`config.mk`:
```
export PLATFORM = sky130hd
export DESIGN_NAME = gnrc_fractional_rate_meter
export DESIGN_NICKNAME = d
export VERILOG_FILES = /design/src/rtl/gnrc_codec_pkg.sv /design/src/rtl/gnrc_sat_counter.sv /design/src/rtl/gnrc_fractional_rate_meter.sv
export SDC_FILE = /design/constraint.sdc
export NUM_CORES = 1
export LEC_CHECK = 0
export BUFFER_PORTS_ARGS = -buffer_cell sky130_fd_sc_hd__buf_2
export CAP_MARGIN = 20
export CORE_ASPECT_RATIO = 0.5
export CORE_MARGIN = 2
export CORE_UTILIZATION = 47
export CTS_CLUSTER_DIAMETER = 80
export DETAILED_ROUTE_END_ITERATION = 8
export GPL_TIMING_DRIVEN = 0
export PLACE_DENSITY = 0.71
export SYNTH_ARGS = -nofsm -noshare
export SYNTH_HDL_FRONTEND = slang
export SYNTH_SLANG_ARGS = --single-unit
```
`constraint.sdc`:
```
create_clock -name clk_i -period 1.79 [get_ports clk_i]
set_input_delay 0.358 -clock clk_i [delete_from_list [all_inputs] [get_ports clk_i]]
set_output_delay 0.358 -clock clk_i [all_outputs]
set_load 0.1 [all_outputs]
```
`src/rtl/gnrc_codec_pkg.sv`:
```
// Shared types and constants for the generic codec library blocks.
package gnrc_codec_pkg;

    // Rate meter control states; 2 bits wide to leave room for more states.
    typedef enum logic [1:0] {
        RM_IDLE = 2'd0,
        RM_MEAS = 2'd1
    } rate_meter_state_e;

    // Rate meter measurement modes as seen on mode_i.
    localparam logic RM_MODE_SINGLE   = 1'b0;
    localparam logic RM_MODE_PERIODIC = 1'b1;

endpackage

```
`src/rtl/gnrc_sat_counter.sv`:
```
// Up-counter with synchronous clear and enable that holds at all-ones
// instead of wrapping.
module gnrc_sat_counter #(
    parameter int W = 9
) (
    input  logic         clk_i,
    input  logic         rst_ni,
    input  logic         clr_i,
    input  logic         en_i,
    output logic [W-1:0] cnt_o
);

    logic [W-1:0] cnt;

    // Clear has priority over counting; the count never wraps past all-ones.
    always_ff @(posedge clk_i or negedge rst_ni) begin
        if (!rst_ni) begin
            cnt <= '0;
        end else if (clr_i) begin
            cnt <= '0;
        end else if (en_i && (cnt != {W{1'b1}})) begin
            cnt <= cnt + W'(1);
        end
    end

    assign cnt_o = cnt;

endmodule

```
`src/rtl/gnrc_fractional_rate_meter.sv`:
```
// Counts pulse-active cycles over a window of (win+1) clocks and
// delivers the count on a valid/ready interface, single-shot or periodic.
module gnrc_fractional_rate_meter
    import gnrc_codec_pkg::*;
#(
    parameter int N = 8
) (
    input  logic         clk_i,
    input  logic         rst_ni,
    input  logic         mode_i,
    input  logic         ld_i,
    input  logic [N-1:0] win_i,
    input  logic         start_i,
    input  logic         clr_i,
    input  logic         pulse_i,
    output logic [N-1:0] res_o,
    output logic         res_valid_o,
    input  logic         res_ready_i,
    output logic         overrun_o,
    output logic         sat_o,
    output logic         busy_o
);

    rate_meter_state_e state_q;
    rate_meter_state_e state_d;

    logic [N-1:0] win_r;
    logic [N-1:0] wcnt;
    logic [N:0]   pcnt;
    logic [N:0]   sum;
    logic         abort;
    logic         meas;
    logic         end_win;
    logic         sat_hit;
    logic [N-1:0] res_next;

    // ld_i behaves as a clear plus window load, so both abort the same way.
    assign abort   = ld_i | clr_i;
    assign meas    = (state_q == RM_MEAS);
    assign end_win = meas && (wcnt == win_r) && !abort;

    // The final sample of the window is folded in on the closing edge.
    // pcnt is at most win_r there, so the sum fits in N+1 bits and its top
    // bit flags a count of exactly 2^N.
    assign sum      = pcnt + (N+1)'(pulse_i);
    assign sat_hit  = sum[N];
    assign res_next = sat_hit ? {N{1'b1}} : sum[N-1:0];

    // Pulse counter is held at zero outside MEAS and restarts every window.
    gnrc_sat_counter #(
        .W(N + 1)
    ) u_pcnt (
        .clk_i (clk_i),
        .rst_ni(rst_ni),
        .clr_i (abort | !meas | end_win),
        .en_i  (meas & pulse_i),
        .cnt_o (pcnt)
    );

    // Window position counter; restarts at each window boundary.
    always_ff @(posedge clk_i or negedge rst_ni) begin
        if (!rst_ni) begin
            wcnt <= '0;
        end else if (abort || !meas || end_win) begin
            wcnt <= '0;
        end else begin
            wcnt <= wcnt + N'(1);
        end
    end

    // Window length register, only loaded by ld_i.
    always_ff @(posedge clk_i or negedge rst_ni) begin
        if (!rst_ni) begin
            win_r <= '0;
        end else if (ld_i) begin
            win_r <= win_i;
        end
    end

    // State register.
    always_ff @(posedge clk_i or negedge rst_ni) begin
        if (!rst_ni) begin
            state_q <= RM_IDLE;
        end else begin
            state_q <= state_d;
        end
    end

    // Next state: abort wins, start only counts in IDLE, mode decides at window end.
    always_comb begin
        state_d = state_q;
        if (abort) begin
            state_d = RM_IDLE;
        end else begin
            case (state_q)
                RM_IDLE: begin
                    if (start_i) begin
                        state_d = RM_MEAS;
                    end
                end
                RM_MEAS: begin
                    if (end_win && (mode_i == RM_MODE_SINGLE)) begin
                        state_d = RM_IDLE;
                    end
                end
                default: state_d = RM_IDLE;
            endcase
        end
    end

    // Result register and handshake flags; an unconsumed result that gets
    // replaced raises the sticky overrun, a same-edge consume does not.
    always_ff @(posedge clk_i or negedge rst_ni) begin
        if (!rst_ni) begin
            res_o       <= '0;
            res_valid_o <= 1'b0;
            overrun_o   <= 1'b0;
            sat_o       <= 1'b0;
        end else if (abort) begin
            res_valid_o <= 1'b0;
            overrun_o   <= 1'b0;
            sat_o       <= 1'b0;
        end else if (end_win) begin
            res_o       <= res_next;
            sat_o       <= sat_hit;
            res_valid_o <= 1'b1;
            if (res_valid_o && !res_ready_i) begin
                overrun_o <= 1'b1;
            end
        end else if (res_valid_o && res_ready_i) begin
            res_valid_o <= 1'b0;
        end
    end

    assign busy_o = meas;

endmodule

```
# Yosys cells after proc, flatten, opt, wreduce, memory -nomap -nowiden
# Cells that the tools add are included.
# word_totals
ff_bits	38
output_inout_bits	12
# classes
n_reduce_logical	19
addsub	3
bitwise_logic	6
n_eq_ne	5
n_mux	16
# op_table
cell	n
$mux W9	2
$mux W8	2
$add A9 B1 Y9	1
$add A9 B1 Y9 const B	1
$ne A9 B9 Y1 const B	1
$add A8 B1 Y8 const B	1
$eq A8 B8 Y1	1
$mux W1	8
$logic_and A1 B1 Y1	6
$mux W2	3
$reduce_and A2 Y1	3
$reduce_bool A2 Y1	3
$pmux W2 S2	1
$logic_not A1 Y1	3
$ne A3 B2 Y1 const B	1
$ne A3 B3 Y1 const B	1
$or A1 B1 Y1	3
$reduce_bool A3 Y1	1
$eq A2 B1 Y1 const B	1
$logic_not A2 Y1	1
$logic_or A1 B1 Y1	2
$not A1 Y1	2
$and A1 B1 Y1	1

# Longest topological paths before layout
# Gate-level depths: netlist of the first run.
# logic_depth
word_depth	7
mapped_depth	8
ltp_nobuf	8

# Hierarchy
# From an unflattened synthesis of the first run, not the netlist that was laid out.
# hier_totals
hier_cells	175
area_unflattened_um2	1918.1
# by_module_without_submodules
module	n_inst	cells_per_inst	area_per_inst_um2
gnrc_fractional_rate_meter	1	129	1455.1
gnrc_sat_counter	1	46	462.9

# Least setup slack after synthesis of the first run
# OpenSTA, ideal clock, no wires.
# synth_timing
path_kind	register to register
from	register state_q[0]
to	register u_pcnt.cnt[7] (netlist: u_pcnt.cnt_o[7])
setup_ns	0.121
required_ns	1.669
arrival_ns	1.873
path_stages_with_launch	5
synth_period_minus_slack_ns	1.995
slack_ns	-0.205
cell_sequence	dfrtp_1 nand3b_1 nor3_1 xnor2_1 nor2_1
# synth_between
elab_chain_cells	5
elab_cells_between_ends	10
# synth_rtl
element	line_no	text
from (decl)	gnrc_fractional_rate_meter.sv:24	rate_meter_state_e state_q;
from (signal assigned)	gnrc_fractional_rate_meter.sv:85	state_q <= state_d;
$eq A2 B1 Y1 (*)	gnrc_fractional_rate_meter.sv:39	assign meas = (state_q == RM_MEAS);
$logic_not A1 Y1 or $logic_and A1 B1 Y1 (tied branches)	gnrc_fractional_rate_meter.sv:55, gnrc_fractional_rate_meter.sv:40	
$or A1 B1 Y1 or $logic_and A1 B1 Y1 (tied branches)	gnrc_fractional_rate_meter.sv:55, gnrc_fractional_rate_meter.sv:40	
$or A1 B1 Y1	gnrc_fractional_rate_meter.sv:55	.clr_i (abort | !meas | end_win),
$mux W9 or $reduce_bool A2 Y1 (tied branches)	--	
to (signal assigned)	gnrc_sat_counter.sv:22	cnt <= cnt + W'(1);
to (decl)	gnrc_sat_counter.sv:13	logic [W-1:0] cnt;
# Every way passes the cells marked *; elsewhere a longest branch is shown, timed or not.
# A chain may end at the register's enable or synchronous reset.

# Final worst setup path of the first run
# layout_timing
from	register win_r[1]
to	register res_o[5]
# layout_between
elab_chain_cells	4
# layout_rtl
element	line_no	text
from (decl)	gnrc_fractional_rate_meter.sv:27	logic [N-1:0] win_r;
from (signal assigned)	gnrc_fractional_rate_meter.sv:76	win_r <= win_i;
$eq A8 B8 Y1	gnrc_fractional_rate_meter.sv:40	assign end_win = meas && (wcnt == win_r) && !abort;
$logic_and A1 B1 Y1 (2 in a row)	gnrc_fractional_rate_meter.sv:40	
$reduce_and A2 Y1 (no source line)	--	
to (signal assigned)	gnrc_fractional_rate_meter.sv:124	res_o <= res_next;
to (decl)	gnrc_fractional_rate_meter.sv:16	output logic [N-1:0] res_o,
# No other way between the ends.

==> results of run 1 <==
==> synthesized netlist by cell type <==
cell / instances
nand4_2: 2
or3_1: 4
nand2_1: 6
o41ai_1: 1
o221a_2: 1
nor3_1: 4
a21boi_0: 1
mux2_2: 16
nand4_1: 3
nor2_1: 21
a211o_1: 1
clkbuf_1: 1
o21ai_0: 3
xnor2_1: 9
a21o_1: 1
and3_1: 2
nand3b_1: 3
nand2b_1: 1
xor2_1: 15
ha_1: 5
nand3_1: 15
dfrtp_1: 37
o21ai_1: 1
nor4_2: 2
buf_2: 4
mux2i_1: 3
inv_1: 3
==> cell families after synthesis <==
| kind of cell | synth area share |
|---|---|
| fa+ha+maj | 0.03401 |
| mux | 0.1143 |
| compound gates | 0.03469 |
| flops | 0.5034 |
| buf+inv | 0.01905 |
| simple gates | 0.1803 |
| xor+xnor | 0.1143 |
==> state kept, by name, indices dropped and copies added, names as in the netlist <==
signal	cells
overrun_o	1
res_o	8
res_valid_o	1
sat_o	1
state_q	1
u_pcnt.cnt_o	9
wcnt	8
win_r	8
==> final timing paths <==
path                                       startpoint                     to  cells past startpoint
worst min-delay path                           rst_ni   win_r[4]$_DFFE_PN0P_                      1
max in group asynchronous                      rst_ni      wcnt[1]$_DFF_PN0_                      1
worst min register to register  overrun_o$_DFFE_PN0P_  overrun_o$_DFFE_PN0P_                      2
worst max-delay path             win_r[1]$_DFFE_PN0P_   res_o[5]$_DFFE_PN0P_                      6
worst max register to register   win_r[1]$_DFFE_PN0P_   res_o[5]$_DFFE_PN0P_                      6
min in group clk_i                              clr_i  overrun_o$_DFFE_PN0P_                      2
==> layer usage <==
layer  share of wire  wire length [microns]  up-vias
met3           0.028                    108        4
met1            0.44                   1684      693
li1                -                      -      666
met2            0.52                   1961       16
met4           0.013                     50        0
met5               0                      0        -
==> through the flow <==
stage / power, mW / util
detailed placement: 0.9897 / 0.5689
global placement: 0.9872 / 0.5689
finish: 1.587 / 0.6653
CTS: 1.570 / 0.6178
floorplan: 0.9443 / -
global route: 1.638 / 0.6653
==> worst reg2reg max path, cell delays in order, from the launching register on <==
cell and delay (ns):
dfrtp_1 0.42, xor2_2 0.20, nor4_4 0.33, buf_4 0.18, nand4_4 0.09, buf_6 0.16, mux2_4 0.29
==> report_power, final <==
part           total [mW]  internal [mW]  switching (mW)
sequential          0.873          0.856          0.0171
clock               0.589          0.305           0.284
combinational       0.124         0.0567          0.0674
total                1.59           1.22           0.368
==> timing repair <==
item	CTS	global route
setup buffers	7	7
pin swaps	3	6
endpoints found under the setup margin	24	27
resized for setup	10	26
hold buffers	0	0
==> layout make-up <==
type                       count  area share
sequential                    37      0.3914
inverter                       3    0.004722
clock buffer                   7     0.03620
multi-input combinational    120      0.4250
timing repair buffer          41      0.1055
tap                           51     0.02676
buffer                         4     0.01049
==> results.toml, run 1 <==
[status]
status = "finished clean"

[synthesis]
syn_area_per_cell_sq_um = 11.15
netlist_area_sq_mm = 0.001839
netlist.area_leader.share = 0.5034
synth_seq_cells = 37
yosysTopAreaCell = "dfrtp_1"
synth_area_leaders = "dfrtp_1 50%, mux2_2 9.8%, xor2_1 7.1%"
yosys_warnings = 0
netlist-cell-type-count = 27
seq_area_frac_synth = 0.5034
postSynthCellCount = 165
synthesis.nets = 186

[timing]
maxSlewViolCount = 0
grt_setup_unrepaired = "true"
clock.fmax_ghz = 0.5629
period_needed_ns = 1.777
finalSetupTns_ns = 0
setup_violations = 0
fin_worst_skew_ns = 0.004168
hold_viol = 0
post-route-period-util = 0.9925
relSlewSlack = 0.4602
holdWs_ns = 0.1569
setup_slack_ns = 0.01339
worst_slew_pin_slew_ns = 0.8098

[clocking]
cts.sinks = 37
cts-htree-levels = 2
cts_tree = "yes"
insertion_delay_ns = 0.29
clockBufferDepth = 2
clock-root-buffer = "clkbuf_8"
cts_buffers = 5
cts.reportedPaths.clkPinSlew_ns = 0.07

[grt]
grt_pass1_wl_microns = 5809
overflow = 0
antenna_found_initial = 0
busiest_layer = "met2"
grt_use_total = 0.1754
grt_pass1_vias = 1329
grt_max_degree = 38
grtUsageMet1 = 0.2000
grtUsageMet3 = 0.04173
grtUsageMet2 = 0.3328

[final_layout]
final_area_sq_mm = 0.002385
layout.nets = 233
regArea_sq_um = 933.4
final_common_cell = "dfrtp_1"
drive_gt1_frac = 0.4292
nFillCells = 265
diodes = 0
multi_input_area_sq_mm = 0.001013
final_cells = 263
area_growth_pct = 29.66
final_cell_mix = "31 x dfrtp_1, 29 x buf_2, 20 x nor2_1, 15 x mux2_2, 14 x xor2_1"

[drt]
routedWlPerCell_microns = 14.46
detail_route.first_pass.iterations = 4
vias = 1379
wirelength_microns = 3804
drc_errors = 0
viasPerCell = 5.243
ant_nets = 0
first_iter_violations = 51

[critical_path]
cp_cell_sequence = "xor2_2 -> nor4_4 -> buf_4 -> nand4_4 -> buf_6 -> mux2_4"
crit_path_max_fanout = 8
cp.buffers_inverters = 2
cp_top_family = "simple AND/OR/NAND/NOR gates"
cp_slowest_cell = "dfrtp_1"
crit_required_ns = 1.96
cp-end-kind = "flip-flop"
crit_path_start_kind = "flip-flop"
r2r_slack_ns = 0.01
slowest_delay_ns = 0.42
worstSetupPathType = "reg -> reg"
arrival_ns = 1.95

[place]
numPortBuffers = 27
placed_cells = 243
place_hpwl_microns = 2373
dpl_cell_area_sq_mm = 0.002039
place.gp.congestion = 0.7767
place_ws_ns = -0.2235

[die]
rows = 15
start_util = 0.5131
die_w_microns = 92.47
die-area_sq_mm = 0.004460
io_pins = 28
core-area_sq_mm = 0.003585
dieHeight_microns = 48.24

[hold_path]
hold_class = "in -> async"

[flow_run]
maxCapViolCount = 0

[power]
vdd_drop_max_v = 0.0004331
leakage_nw = 1.137
power_density_mw_per_mm2 = 665.3
No activity file was read; power rests on OpenSTA's default activity.
==> run 2: changes to the inputs <==
--- a/config.mk
+++ b/config.mk
@@ -14,6 +14,7 @@
 export DETAILED_ROUTE_END_ITERATION = 8
 export GPL_TIMING_DRIVEN = 0
 export PLACE_DENSITY = 0.71
+export SETUP_SLACK_MARGIN = 0.15
 export SYNTH_ARGS = -nofsm -noshare
 export SYNTH_HDL_FRONTEND = slang
 export SYNTH_SLANG_ARGS = --single-unit
==> run 2 against run 1 <==
The run now ends with negative setup slack left. Cell area up 2.7%. First-iteration DRC count down 53%. Via count up 3.8%. Cell count up 2.7%. Worst hold slack better by 0.0015 ns. Non-clock buffer count up 7. Core utilization up 1.8 points. Critical endpoint is now u_pcnt.cnt_o[4]$_DFFE_PN0P_.
==> results.toml, run 2 (synthesized netlist as in run 1, its figures left out) <==
[status]
status = "finished, violations left"
failed_checks = "negative setup slack"

[drt]
wirelength_microns = 3997
viasPerCell = 5.300
ant_nets = 0
drc_errors = 0
vias = 1431
routedWlPerCell_microns = 14.80
first_iter_violations = 24
detail_route.first_pass.iterations = 4

[clocking]
clockBufferDepth = 2
insertion_delay_ns = 0.28
cts_tree = "yes"
clock-root-buffer = "clkbuf_8"
cts-htree-levels = 2
cts_buffers = 5
cts.reportedPaths.clkPinSlew_ns = 0.07
cts.sinks = 37

[power]
vdd_drop_max_v = 0.0004886
total_power_mw = 1.567
power_density_mw_per_mm2 = 639.5
leakage_nw = 1.226

[timing]
post-route-period-util = 1.022
setup_slack_ns = -0.03996
maxSlewViolCount = 0
finalSetupTns_ns = -0.1097
hold_viol = 0
setup_violations = 6
fin_worst_skew_ns = 0.003392
clock.fmax_ghz = 0.5465
period_needed_ns = 1.830
worst_slew_pin_slew_ns = 0.8024
grt_setup_unrepaired = "true"
relSlewSlack = 0.4650

[final_layout]
final_area_sq_mm = 0.002450
final_cells = 270
final_common_cell = "dfrtp_1"
drive_gt1_frac = 0.4475
diodes = 0
area_growth_pct = 33.20
fin_util = 0.6834
layout.nets = 240
final_cell_mix = "32 x dfrtp_1, 28 x buf_2, 20 x nor2_1, 16 x buf_4, 15 x xor2_1"
largest_register_ffs = 9

[place]
dpl_cell_area_sq_mm = 0.002052
placed_cells = 243
numPortBuffers = 27
place.gp.congestion = 0.7731
place_hpwl_microns = 2416

[critical_path]
crit_path_start_kind = "flip-flop"
worstSetupPathType = "reg -> reg"
crit_required_ns = 1.97
arrival_ns = 2.01
crit_path_max_fanout = 8
r2r_slack_ns = -0.04
cp-end-kind = "flip-flop"

[die]
die-area_sq_mm = 0.004460
rows = 15
start_util = 0.5131
core-area_sq_mm = 0.003585
die_w_microns = 92.47
dieHeight_microns = 48.24
io_pins = 28

[grt]
grt_pass1_vias = 1377
grt_pass1_wl_microns = 6154
overflow = 0
antenna_found_initial = 0
grt_use_total = 0.1825
grt_max_degree = 38

[flow_run]
maxCapViolCount = 0

[hold_path]
hold_class = "in -> async"
[run 2: report_power, final]
part	internal (mW)	switching (mW)	total [mW]
logic	0.0529	0.0635	0.116
clock network	0.305	0.274	0.580
registers	0.856	0.0146	0.871
total	1.21	0.352	1.57
[run 2: per-layer routing]
metal | routed length, microns | track usage
met5 | 0 | 0
met4 | 32 | 0.08657
met3 | 132 | 0.05410
met2 | 1995 | 0.3416
met1 | 1836 | 0.2057
[run 2: critical path, cell delays in order, from the launching register on]
cell and delay (ns):
dfrtp_1 0.43, buf_6 0.14, ha_4 0.16, nand3_2 0.09, nor2_2 0.05, ha_2 0.16, nand3b_1 0.16, buf_6 0.16
nor3_4 0.19, xnor2_1 0.13, nor2_1 0.05
[run 2: path summary, 6_finish.rpt]
kind	start	end	cells past startpoint
worst min register to register	wcnt[0]$_DFF_PN0_	wcnt[0]$_DFF_PN0_	1
max in group asynchronous	rst_ni	wcnt[2]$_DFF_PN0_	1
min in group clk_i	win_i[3]	win_r[3]$_DFFE_PN0P_	2
worst max register to register	u_pcnt.cnt_o[0]$_DFFE_PN0P_	u_pcnt.cnt_o[4]$_DFFE_PN0P_	10
worst max-delay path	u_pcnt.cnt_o[0]$_DFFE_PN0P_	u_pcnt.cnt_o[4]$_DFFE_PN0P_	10
worst min-delay path	rst_ni	wcnt[3]$_DFF_PN0_	1
[run 2: area by class of cell]
class,instances,area (sq um)
Tap cell,51,63.81
Multi-Input combinational cell,120,1013
Timing Repair Buffer,47,300.3
Inverter,3,11.26
Fill cell,264,1135
Buffer,5,42.54
Clock buffer,7,86.33
Sequential cell,37,932.1
[run 2: what timing repair did]
item | 4_1_cts | 5_1_grt
pin swaps | 14 | 8
gates cloned | 0 | 1
hold buffers | 0 | 0
endpoints found under the setup margin | 29 | 29
resized for setup | 24 | 13
buffers inserted | 12 | 7
[run 2: through the flow]
stage               setup WS (ns)  hold slack (ns)
floorplan                 0.01412          0.06241
global placement          -0.1682           0.4549
detailed placement        -0.2192           0.4821
CTS                       0.02580           0.1941
global route              -0.1222           0.2183
finish                   -0.03996           0.1584
